==> config.mk <==
export PLATFORM = sky130hd
export DESIGN_NAME = fetch_seq_ctrl
export DESIGN_NICKNAME = d
export VERILOG_FILES = /design/src/rtl/fetch_seq_ctrl.sv
export SDC_FILE = /design/constraint.sdc
export NUM_CORES = 1
export LEC_CHECK = 0
export BUFFER_PORTS_ARGS = -buffer_cell sky130_fd_sc_hd__buf_2
export CAP_MARGIN = 5
export CORE_MARGIN = 2
export CORE_UTILIZATION = 46
export CTS_BUF_LIST = sky130_fd_sc_hd__clkbuf_8 sky130_fd_sc_hd__clkbuf_16
export CTS_CLUSTER_SIZE = 8
export DETAILED_ROUTE_END_ITERATION = 6
export MAX_ROUTING_LAYER = met4
export PLACE_DENSITY_LB_ADDON = 0.2
export SLEW_MARGIN = 30
export SYNTH_ARGS = -nofsm -noshare
export SYNTH_HDL_FRONTEND = slang
export SYNTH_SLANG_ARGS = --single-unit
export TNS_END_PERCENT = 5
==> constraint.sdc <==
create_clock -name clk -period 1.8 [get_ports clk]
set_input_delay 0.36 -clock clk [delete_from_list [all_inputs] [get_ports clk]]
set_output_delay 0.36 -clock clk [all_outputs]
set_load 0.02 [all_outputs]
==> src/rtl/fetch_seq_ctrl.sv <==
// Multicycle fetch/decode sequencer: strobes MAR/PC/MDR/IR through a handshaked memory read,
// hands the instruction to execute, detects the BRnzp #-1 halt idiom and fetch timeouts.
module fetch_seq_ctrl #(
  parameter int CNT_W       = 32,
  parameter int MEM_TIMEOUT = 64
) (
  input  logic             clk,
  input  logic             rst_n,
  input  logic             start,
  input  logic [15:0]      ir_data,
  input  logic             mem_resp,
  input  logic             exec_done,
  output logic             load_mar,
  output logic             load_pc,
  output logic             mem_read,
  output logic             load_mdr,
  output logic             load_ir,
  output logic             ir_valid,
  output logic             busy,
  output logic             halted,
  output logic             mem_err,
  output logic [CNT_W-1:0] retired_count
);

  localparam int WAIT_W = (MEM_TIMEOUT > 1) ? $clog2(MEM_TIMEOUT) : 1;
  localparam logic [WAIT_W-1:0] WAIT_LAST = WAIT_W'((MEM_TIMEOUT > 0) ? MEM_TIMEOUT - 1 : 0);
  localparam logic [15:0] HALT_IDIOM = 16'h0FFF;

  typedef enum logic [2:0] {
    S_IDLE,
    S_FETCH1,
    S_FETCH2,
    S_FETCH3,
    S_DECODE,
    S_EXEC,
    S_HALT,
    S_ERROR
  } state_t;

  state_t            state, state_nxt;
  logic [WAIT_W-1:0] wait_cnt, wait_cnt_nxt;
  logic              retire;

  function automatic logic [CNT_W-1:0] sat_inc(input logic [CNT_W-1:0] v);
    return (&v) ? v : v + CNT_W'(1);
  endfunction

  always_ff @(posedge clk or negedge rst_n) begin
    if (!rst_n) begin
      state         <= S_IDLE;
      wait_cnt      <= '0;
      retired_count <= '0;
    end else begin
      state    <= state_nxt;
      wait_cnt <= wait_cnt_nxt;
      if (retire) retired_count <= sat_inc(retired_count);
    end
  end

  always_comb begin
    state_nxt    = state;
    wait_cnt_nxt = wait_cnt;
    retire       = 1'b0;
    case (state)
      S_IDLE:   if (start) state_nxt = S_FETCH1;
      S_FETCH1: begin
        wait_cnt_nxt = '0;
        state_nxt    = S_FETCH2;
      end
      S_FETCH2: begin
        // a response arriving on the last allowed cycle still completes the fetch
        if (mem_resp)
          state_nxt = S_FETCH3;
        else if ((MEM_TIMEOUT != 0) && (wait_cnt == WAIT_LAST))
          state_nxt = S_ERROR;
        else
          wait_cnt_nxt = wait_cnt + WAIT_W'(1);
      end
      S_FETCH3: state_nxt = S_DECODE;
      S_DECODE: begin
        if (ir_data == HALT_IDIOM) begin
          state_nxt = S_HALT;
          retire    = 1'b1;
        end else begin
          state_nxt = S_EXEC;
        end
      end
      S_EXEC: begin
        if (exec_done) begin
          state_nxt = S_FETCH1;
          retire    = 1'b1;
        end
      end
      S_HALT:   state_nxt = S_HALT;
      S_ERROR:  state_nxt = S_ERROR;
      default:  state_nxt = S_IDLE;
    endcase
  end

  assign load_mar = (state == S_FETCH1);
  assign load_pc  = (state == S_FETCH1);
  assign mem_read = (state == S_FETCH2);
  assign load_mdr = (state == S_FETCH2) && mem_resp;
  assign load_ir  = (state == S_FETCH3);
  assign ir_valid = (state == S_EXEC);
  assign busy     = (state != S_IDLE) && (state != S_HALT) && (state != S_ERROR);
  assign halted   = (state == S_HALT);
  assign mem_err  = (state == S_ERROR);

endmodule

# == Yosys cells after proc, flatten, opt, wreduce, memory -nomap -nowiden ==
# Index checks and enable logic that the tools add are counted.
# word_totals
ff_bits,41
inputBits,21
output_inout_bits,41
# op_classes
addsub,2
eq_ne,16
n_mux,12
n_bitwise,1
reduce_logical,10
# op_table
op,count
$add A32 B1 Y32 const B,1
$reduce_and A32 Y1,1
$pmux W3 S8,1
$eq A16 B12 Y1 const B,1
$eq A3 B3 Y1 const B,4
$mux W3,4
$mux W6,2
$pmux W6 S2,1
$ne A2 B2 Y1 const B,4
$add A6 B1 Y6 const B,1
$eq A3 B2 Y1 const B,2
$eq A6 B6 Y1 const B,1
$ne A3 B3 Y1 const B,2
$reduce_and A3 Y1,2
$eq A3 B1 Y1 const B,1
$logic_and A1 B1 Y1,3
$logic_not A3 Y1,1
$ne A3 B2 Y1 const B,1
$reduce_bool A3 Y1,1
$mux W1,2
$mux W2,1
$pmux W1 S2,1
$reduce_and A2 Y1,1
$reduce_bool A2 Y1,1
$not A1 Y1,1

# == Longest topological paths before layout ==
# logic_depth
word_depth,4
ltp_mapped,8

# == Worst setup path before layout ==
# Ideal clock, no wire load.
# synth_timing
path_kind,flip-flop to flip-flop
from,register retired_count[0]
to,register retired_count[1]
setup_ps,128
t_arrival_ps,2041
required_time_ps,1672
path_slack_ps,-368
path_stages_with_launch,7
n_path_buf,0
cell_sequence,dfrtp_1 -> ha_1 -> and4_1 -> nand4_1 -> nor2_1 -> a21oi_4 -> mux2_1
# synth_between
elab_chain_len,3
elab_cells_between_ends,4
# synth_rtl
element,line_no,text
"start, declared",22,output logic [CNT_W-1:0] retired_count
"start signal, assigned",56,if (retire) retired_count <= sat_inc(retired_count);
branches (longest 3 deep; another with $add A32 B1 Y32),n/a,
# Several ways; the timed one is not identified.
# A chain may end at the register's enable or synchronous reset.

# == Final worst setup path ==
# layout_timing
from,input port ir_data[13]
to,register retired_count[31]
# layout_between
elab_chain_len,4
# layout_rtl
element,line_no,text
"start, declared",10,"input logic [15:0] ir_data,"
$eq A16 B12 Y1,81,if (ir_data == HALT_IDIOM) begin
$mux W1,81,
$pmux W1 S2,64,case (state)
$reduce_and A2 Y1 (no source line),n/a,
# Every way passes these cells.

==> metrics.txt <==
Seq cells post-synth=~40; number of cells in the finished layout apart from fillers=365; # nets final=~340; Crit Reg-Reg Startpoint=retired_count[1]; Residual DRC=0; min-delay worst type=in2async; sequential area share after synthesis=between 40 and 50%; CP Data Required Time=1.97 ns; global-route wire length before repair=8000 um; met3 routed WL=213 um; placed insts=approximately 360; CP Data Arrival Time=about 2.1 ns; I/O Pins=62; synth warn=0; final setup TNS=-1.22 ns; Final WS setup=-0.140 ns; Post-synth EDFFs=0; Tcrit/Tclk final=108%; H-tree Lvls=2; number of I/O port buffers=roughly 60; hold slack=approximately 0.00012 ns; Slew Viols, Final=0; FF+latch area=between 1000 and 1500 um^2; WL met1=approximately 2200 um; fmax=between 0.5 and 0.6 GHz; startpoint type of the worst setup path=primary input; drt wl/cell=~13 um; met2 routed WL=2190 um; initial antenna violation count=0; Longest Clk Path Bufs=2; # fillers=350; most frequent cells in the layout=59 x buf_2, 40 x dfrtp_1, 39 x buf_4; Area growth syn-to-layout=39.5%; DP HPWL=approximately 3600 um; core outline area=about 4400 um^2; TritonCTS buffer count=5; area occupied by multi-input gates=about 1100 um^2; Avg Cell Area, Syn=10.3 um^2; CP max FO=4; share of flip-flops with an asynchronous set or reset=100%; most used flip-flop cell after synthesis=dfrtp_1; Tmin final=1.94 ns; Initial Util=about half; RSZ-0062 raised after global routing=yes; Top Metal Used=met4; CTS sink count=roughly 40; Post-Route WL=about 4600 um; headroom to the max-slew limit=between 70 and 80%; clk slew on worst S/H paths=~0.080 ns; CTS tree=built; internal reg-to-reg setup slack=-0.06 ns; critical register-to-register path endpoint=retired_count[18]; initial DRC count=95; crit end category=flop; Final Hold Fails=0; IR drop worst, VDD=between 400 and 500 uV; worst slew pin tran=roughly 0.44 ns; GP Congestion=0.809; Clock Latency Late Sink=around 0.29 ns; die width=72.2 um; outcome=finished with violations; critical path type=in2reg; root buf cell=clkbuf_8; failing checks=setup timing; Register-to-Register Path Depth=7; # rows=24; final antenna-violating net count=0; router iterations before antenna repair=4; largest net degree at the start of global routing=24; syn nets=230; Cells after Synth=a little over 200; most common library cell in the layout ignoring fill and taps=buf_2; total track usage=approximately a fifth; final clock skew=roughly 0.0082 ns; antenna cells=0; Vias/cell=5.15; pwr/cell area=about 580 nW/um^2; Vert. Die Dim=a little over 70 um; Leak Pwr=about 1.5 nW; total congestion overflow=0; vias in the first global route=1,819; layout cell share with drive strength beyond 1=42.8%; Unique masters post-synth=37; post-synthesis cell area=2140 um^2; final setup fails=20; Max Cap Viol=0; via count=around 1,900; DIE AREA=about 5200 um^2
==> critical path, stage by stage <==
cell and delay [ns]:
buf_6 0.09, or4_4 0.53, nor4_4 0.27, a31oi_4 0.18, buf_4 0.18, nor4_4 0.21
nand3_1 0.15, xnor2_1 0.15
==> per-layer routing <==
metal  GRT usage, %  up-vias
li1               -      947
met1           25.7      880
met2           32.7       52
met3           3.75        2
met4           4.61        0
met5              -        -
==> Yosys cell counts (2+ instances only) <==
| cell | instances | area, um^2 |
|---|---|---|
| a21oi_1 | 3 | 15.0 |
| ha_1 | 2 | 25.0 |
| nand3_1 | 12 | 60.1 |
| nor4_4 | 2 | 42.5 |
| dfrtp_1 | 41 | 1030 |
| and3_1 | 7 | 43.8 |
| o21ai_0 | 8 | 40.0 |
| xnor2_1 | 26 | 228 |
| inv_1 | 6 | 22.5 |
| xor2_1 | 6 | 52.6 |
| nand3b_1 | 2 | 15.0 |
| nand3_2 | 5 | 50.1 |
| nor4_1 | 3 | 18.8 |
| nand4_1 | 19 | 119 |
| nor3_1 | 3 | 15.0 |
| clkbuf_1 | 2 | 7.51 |
| and2_1 | 3 | 18.8 |
| nand2_1 | 20 | 75.1 |
| and4_1 | 4 | 35.0 |
| nor2_1 | 16 | 60.1 |
==> flip-flops by register name (all words and copies together) (netlist names) <==
name,flops
wait_cnt,6
state,3
retired_count,32
==> worst max-delay path by stage <==
stage | depth (start not counted) | endpoint | startpoint | slack, ns
final | 8 | retired_count[31] | ir_data[13] | -0.14
after global routing | 7 | retired_count[18] | retired_count[1] | -0.26
after CTS | 8 | retired_count[31] | ir_data[13] | -0.15
after detailed placement | 8 | retired_count[29] | ir_data[13] | -0.46
after global placement | 8 | retired_count[29] | ir_data[13] | -0.45
after floorplan | 7 | retired_count[11] | ir_data[13] | -0.26
==> cell families after synthesis <==
group / Yosys count / synth area share [%]
AND/OR/NAND/NOR: 103 / 28.8
adder cells (fa/ha/maj): 2 / 1.17
AO/OA/AOI/OAI: 17 / 5.91
multiplexers: 1 / 0.526
buffers and inverters: 11 / 2.51
flip-flops: 41 / 48.0
XOR/XNOR: 32 / 13.1
==> metrics by stage <==
stage	utilization [%]	setup WS, ns	instance area [um^2]	total power [mW]
finish	67.6	-0.140	2990	1.74
global route	67.6	-0.257	2990	1.80
CTS	67.0	-0.146	2960	1.75
detailed placement	64.1	-0.457	2830	1.04
global placement	64.1	-0.448	2830	1.04
floorplan	-	-0.259	2150	0.974
==> power breakdown <==
part	switching (mW)	internal (mW)
Clock	0.307	0.406
Combinational	0.0526	0.0404
Sequential	0.00349	0.926
Total	0.363	1.37
==> final cells by class <==
| cell class | instances | share of cell area (%) |
|---|---|---|
| clock buffer | 5 | 2.31 |
| sequential | 41 | 34.4 |
| clock inverter | 3 | 1.30 |
| multi-input combinational | 155 | 36.9 |
| timing repair buffer | 103 | 22.2 |
| inverter | 6 | 0.754 |
| tap | 52 | 2.18 |
==> what timing repair did <==
item | 4_1_cts | 5_1_grt
hold endpoints to repair | 0 | 0
resized for setup | 4 | 11
endpoints found under the setup margin | 27 | 36
hold buffers | 0 | 0
pin swaps | 12 | 2
buffers inserted | 0 | 0
(Power assumes the default switching activity.)
